$ cat config.mk
export PLATFORM = sky130hd
export DESIGN_NAME = morse_classifier
export DESIGN_NICKNAME = d
export VERILOG_FILES = /design/src/rtl/morse_classifier.sv
export SDC_FILE = /design/constraint.sdc
export NUM_CORES = 1
export LEC_CHECK = 0
export ABC_AREA = 1
export ABC_CLOCK_PERIOD_IN_PS = 1600
export BUFFER_PORTS_ARGS = -buffer_cell sky130_fd_sc_hd__buf_2
export CAP_MARGIN = 20
export CORE_MARGIN = 3
export CORE_UTILIZATION = 55
export CTS_CLUSTER_DIAMETER = 200
export DETAILED_ROUTE_END_ITERATION = 12
export GPL_TIMING_DRIVEN = 0
export PLACE_DENSITY = 0.76
export SYNTH_ARGS = -nofsm -noshare
export SYNTH_HDL_FRONTEND = slang
export SYNTH_SLANG_ARGS = --single-unit
export TNS_END_PERCENT = 10
$ cat constraint.sdc
create_clock -name clk -period 1.6 [get_ports clk]
set_input_delay 0.32 -clock clk [delete_from_list [all_inputs] [get_ports clk]]
set_output_delay 0.32 -clock clk [all_outputs]
set_load 0.01 [all_outputs]
$ cat src/rtl/morse_classifier.sv
// rtl/morse_classifier.sv - turns key press/release timing into Morse letters and word breaks
// Press length picks dot or dash; key-up length closes a letter, then a word.
module morse_classifier #(
   parameter int DOT_MAX    = 8,
   parameter int LETTER_GAP = 24,
   parameter int WORD_GAP   = 56,
   parameter int CNT_W      = 16
) (
   input  logic       clk,
   input  logic       clrn,
   input  logic       key,
   input  logic       key_edge,
   output logic [4:0] code,
   output logic [2:0] len,
   output logic       letter_valid,
   output logic       letter_err,
   output logic       word_gap
);

   typedef enum logic [1:0] {IDLE, PRESS, GAP} state_t;

   localparam logic [CNT_W-1:0] CNT_MAX = '1;
   localparam logic [CNT_W-1:0] DOT_LIM = CNT_W'(DOT_MAX);
   localparam logic [CNT_W-1:0] LG_LIM  = CNT_W'(LETTER_GAP);
   localparam logic [CNT_W-1:0] WG_LIM  = CNT_W'(WORD_GAP);

   state_t           state_q, state_d;
   logic [CNT_W-1:0] press_cnt_q, press_cnt_d;
   logic [CNT_W-1:0] gap_cnt_q, gap_cnt_d;
   logic [4:0]       code_q, code_d;
   logic [2:0]       len_q, len_d;
   logic             ovf_q, ovf_d;
   logic             owed_q, owed_d;
   logic             letter_valid_q, letter_valid_d;
   logic             letter_err_q, letter_err_d;
   logic             word_gap_q, word_gap_d;
   logic             rise, fall;

   assign rise = key_edge & key;
   assign fall = key_edge & ~key;

   always_comb begin
      state_d        = state_q;
      press_cnt_d    = press_cnt_q;
      gap_cnt_d      = gap_cnt_q;
      code_d         = code_q;
      len_d          = len_q;
      ovf_d          = ovf_q;
      owed_d         = owed_q;
      letter_valid_d = 1'b0;
      letter_err_d   = 1'b0;
      word_gap_d     = 1'b0;

      // The letter is presented for one cycle, then the buffer empties.
      if (letter_valid_q) begin
         code_d = '0;
         len_d  = '0;
         ovf_d  = 1'b0;
      end

      case (state_q)
         IDLE: begin
            if (rise) begin
               state_d     = PRESS;
               press_cnt_d = CNT_W'(1);
            end
         end
         PRESS: begin
            if (fall) begin
               state_d   = GAP;
               gap_cnt_d = '0;
               if (len_q < 3'd5) begin
                  code_d[len_q] = (press_cnt_q > DOT_LIM);
                  len_d         = len_q + 3'd1;
               end else begin
                  ovf_d = 1'b1;
               end
            end else if (press_cnt_q != CNT_MAX) begin
               press_cnt_d = press_cnt_q + CNT_W'(1);
            end
         end
         GAP: begin
            // A rise on a threshold cycle suppresses that threshold's strobe.
            if (rise) begin
               state_d     = PRESS;
               press_cnt_d = CNT_W'(1);
            end else begin
               if (gap_cnt_q != CNT_MAX) gap_cnt_d = gap_cnt_q + CNT_W'(1);
               if (gap_cnt_q == LG_LIM && len_q != 3'd0) begin
                  letter_valid_d = 1'b1;
                  letter_err_d   = ovf_q;
                  owed_d         = 1'b1;
               end
               if (gap_cnt_q == WG_LIM) begin
                  word_gap_d = owed_q;
                  owed_d     = 1'b0;
                  state_d    = IDLE;
               end
            end
         end
         default: state_d = IDLE;
      endcase
   end

   always_ff @(posedge clk or negedge clrn) begin
      if (!clrn) begin
         state_q        <= IDLE;
         press_cnt_q    <= '0;
         gap_cnt_q      <= '0;
         code_q         <= '0;
         len_q          <= '0;
         ovf_q          <= 1'b0;
         owed_q         <= 1'b0;
         letter_valid_q <= 1'b0;
         letter_err_q   <= 1'b0;
         word_gap_q     <= 1'b0;
      end else begin
         state_q        <= state_d;
         press_cnt_q    <= press_cnt_d;
         gap_cnt_q      <= gap_cnt_d;
         code_q         <= code_d;
         len_q          <= len_d;
         ovf_q          <= ovf_d;
         owed_q         <= owed_d;
         letter_valid_q <= letter_valid_d;
         letter_err_q   <= letter_err_d;
         word_gap_q     <= word_gap_d;
      end
   end

   assign code         = code_q;
   assign len          = len_q;
   assign letter_valid = letter_valid_q;
   assign letter_err   = letter_err_q;
   assign word_gap     = word_gap_q;

endmodule

==> results by group <==
Critical path
  • WP buf/inv: 2
  • Kind of critical path: reg2reg
  • Worst-path fanout max: 8
  • Most used cell, CP: nand2_1
  • Worst-path cell chain: ha_4, inv_2, nor2_4, nand2_2, o21ai_4, nand2_4, nand2_8, clkbuf_16, nand2_1, nand2_1
  • Setup crit start kind: flip-flop
  • Worst reg-to-reg setup slack: -0.04 ns
  • Slowest cell on crit path: dfrtp_1
  • Required @ worst endpoint: 1.85 ns
  • CP delay by family, top: simple AND/OR/NAND/NOR gates
  • Crit end category: flip-flop
  • Critical path arrival: 1.88 ns
  • CP peak stage delay: roughly 0.41 ns

Synth
  • Area leader, netlist: dfrtp_1
  • Top area cells in the synthesized netlist: dfrtp_1 (40%), nand2_1 (19%), nor2_1 (8.6%)
  • Seq/Total Area, Yosys: 39.6%
  • Cell Area, Synth: 2970 um2
  • Syn avg cell area: 6.89 um2
  • Yosys warns: 0
  • Yosys reg bits: 47
  • Post-synth cell types: 33
  • Yosys top cell area share: 39.6%
  • Mapped Cells: 431
  • Syn nets: about 440

Clock tree
  • Total CTS buffers: 5
  • CTS tree: built
  • CTS Sinks: 47
  • Clk buf depth: 2
  • H-tree depth: 2
  • Worst skew pair latency: 0.30 ns
  • Clock transition at path regs: 0.09 ns
  • Clock root cell: clkbuf_8

STA
  • Slew Limit Fails: 0
  • Slew HR: approximately two thirds
  • Fin crit share: 102%
  • Setup TNS: -0.122 ns
  • Final WS setup: -0.0358 ns
  • RSZ-0062 raised after global routing: yes
  • Worst Skew: 0.00459 ns
  • Worst Tran Pin Value: 0.502 ns
  • Maximum achievable frequency: 0.611 GHz
  • Final hold vios: 0
  • Setup violators final: 10
  • Tmin final: approximately 1.6 ns

Floorplanning
  • IO Count: 15
  • Die area: 6310 um2
  • Core area: 5170 um2
  • Initial Utilization: 57.4%
  • Die Ht: slightly below 80 um
  • Row count: 26
  • Die Wd: 79.5 um

Power and ir drop
  • Reg power frac: 38.5%
  • Power per Cell Area: 948 nW/um2
  • Overall power: 0.00347 W
  • Switching power: ~0.0012 W
  • Combinational power share: 35.4%
  • Clock group share of total power: between 20% and 30%
  • VDD IR max: 618 uV
  • Leakage: around 1.7 nW
  • Pint: 0.00222 W
  • Sw frac: 35.9%

Place
  • Placed Area: 3130 um2
  • Routability cong.: roughly 0.87
  • IO Port Bufs: 14
  • Final HPWL DP: 4750 um

Global routing
  • Number of global-route vias before repair: 2,780
  • Busiest grt layer: met2
  • Met3 Use GR: under 10%
  • GRT met1 Usage: between 30 and 40%
  • Largest net degree at the start of global routing: 48
  • Overflow after GRT: 0
  • First-pass GRT wire length: 12,200 um
  • Total track usage: 24.0%
  • Antenna violations before repair: 0
  • GR Util met2: slightly above 40%

Drt
  • Vias per inst: 5.38
  • DRT Pass-1 Iters: 6
  • Routed Antenna Nets: 0
  • DR WL/cell: 13.4 um
  • Vias: 2,954
  • Initial DRC count: between 200 and 250
  • DRC violations left: 0
  • Total Wirelength: 7360 um

Final layout
  • N_diodes: 0
  • Final Instance Area: 3660 um2
  • Share of cells above drive strength 1: 22.1%
  • Area Overhead vs Synth: 23.3%
  • NumNets Final: approximately 490

Run
  • Max Cap Violations: 0

Worst hold path
  • Hold crit path type: in2reg

Run status
  • Outcome: complete, but fails checks
  • Failing checks: negative setup slack
## worst register-to-register path, cell delays in order (launching register included)
cell and delay (ns):
dfrtp_1 0.41, ha_4 0.17, inv_2 0.05, nor2_4 0.13, nand2_2 0.09, o21ai_4 0.23
nand2_4 0.12, nand2_8 0.12, clkbuf_16 0.14, nand2_1 0.05, nand2_1 0.06
## cells in the mapped netlist
| master | number |
|---|---|
| and2_1 | 1 |
| nor4_1 | 1 |
| nand3_1 | 37 |
| o21ai_4 | 1 |
| buf_4 | 2 |
| nand2_2 | 3 |
| nand2_4 | 2 |
| a22oi_1 | 1 |
| a21boi_2 | 1 |
| nand2_1 | 153 |
| dfrtp_1 | 47 |
| ha_1 | 6 |
| a21oi_1 | 2 |
| nor2_2 | 2 |
| buf_8 | 1 |
| inv_1 | 36 |
| o21bai_1 | 4 |
| nor2_1 | 68 |
| or2_2 | 1 |
| o21ai_1 | 1 |
| nand4_1 | 14 |
| o22ai_1 | 1 |
| xnor2_1 | 2 |
| clkbuf_1 | 2 |
| buf_2 | 2 |
| nor2_4 | 1 |
| inv_2 | 2 |
| o21ai_0 | 19 |
| o31ai_1 | 1 |
| nor3_1 | 3 |
| nor3b_1 | 2 |
| xor2_1 | 11 |
| a21boi_0 | 1 |
## metrics by stage
stage / cells / hold WS [ns] / worst slack (ns) / util, %
floorplan: 431 / 0.0244 / 0.0222 / -
global placement: 515 / 0.484 / -0.235 / 60.4
detailed placement: 515 / 0.483 / -0.255 / 60.4
CTS: 533 / 0.233 / -0.0213 / 65.6
global route: 549 / 0.399 / -0.0935 / 70.7
finish: 549 / 0.344 / -0.0358 / 70.7
## cells by family (layout without fill, tap and decap cells)
group                      Yosys count  count (layout)  share of synthesized area [%]
AOI/OAI and AO/OA                   32              32                           6.62
DFF                                 47              47                           39.6
buffers and inverters               45              92                           6.41
adders and majority gates            6               6                           2.53
and+or+nand+nor                    288             289                           41.0
xor gates and xnor gates            13              13                           3.84
## state kept, by name, indices dropped and copies added, names as in the netlist, 2 cells and up
name         count
gap_cnt_q       16
press_cnt_q     16
code             5
len              3
state_q          2
## cell usage in the layout (no fill, tap or decap), types with 2 or more instances in the layout
| cell type | count |
|---|---|
| dfrtp_1 | 40 |
| buf_4 | 22 |
| inv_2 | 6 |
| inv_1 | 32 |
| nor3b_1 | 2 |
| clkbuf_8 | 5 |
| xnor2_1 | 2 |
| nor2_1 | 59 |
| xor2_1 | 11 |
| buf_2 | 14 |
| nand2_2 | 15 |
| o21bai_1 | 4 |
| nand3_1 | 36 |
| ha_1 | 4 |
| o21ai_2 | 3 |
| nand4_1 | 14 |
| nor2_4 | 7 |
| nor3_1 | 3 |
| o21ai_1 | 3 |
| o21ai_0 | 13 |
| nand2_1 | 140 |
| clkbuf_1 | 2 |
| nor2_2 | 5 |
| o21ai_4 | 2 |
| nand2_4 | 3 |
| dfrtp_2 | 7 |
| buf_6 | 4 |
## power groups by stage
| stage | logic (W) | registers, W | clock network (W) |
|---|---|---|---|
| after global routing | 0.00134 | 0.00134 | 0.000970 |
| after detailed placement | 0.000754 | 0.00136 | 0 |
| after floorplan | 0.000543 | 0.00134 | 0 |
| final | 0.00123 | 0.00134 | 0.000906 |
| after CTS | 0.000949 | 0.00133 | 0.000917 |
| after global placement | 0.000749 | 0.00136 | 0 |
## repair_timing
| action | CTS | global route |
|---|---|---|
| gates cloned | 3 | 1 |
| gates resized for setup | 27 | 41 |
| pin swaps | 7 | 14 |
| hold buffers | 0 | 1 |
| setup endpoints to repair | 37 | 39 |
| buffers inserted | 7 | 13 |
| endpoints found under the hold margin | 0 | 13 |
## metal layers
metal	vias up	part of all wire (%)	routed length, um
li1	1469	-	-
met5	-	0	0
met3	14	3.9	286
met1	1400	45	3300
met2	71	50	3660
met4	0	1.6	116
## cell type report
type	instances	area [um2]
plain buffers	7	60.1
clock buffers	5	68.8
clock inverters	3	43.8
fillers	414	1510
inverters	38	143
multi-input cells	340	1770
flip-flops and latches	47	1180
well taps	70	87.6
repair buffers	39	298
## path summary, 6_finish.rpt
kind                              startpoint              end  depth (start not counted)
worst max-delay path            gap_cnt_q[0]     gap_cnt_q[8]                         10
min in group asynchronous               clrn  press_cnt_q[13]                          2
worst min register to register        owed_q         word_gap                          2
worst max register to register  gap_cnt_q[0]     gap_cnt_q[8]                         10
worst min-delay path                     key         word_gap                          4
max in group asynchronous               clrn     gap_cnt_q[7]                          3
Power figures use the tool's default switching activity.
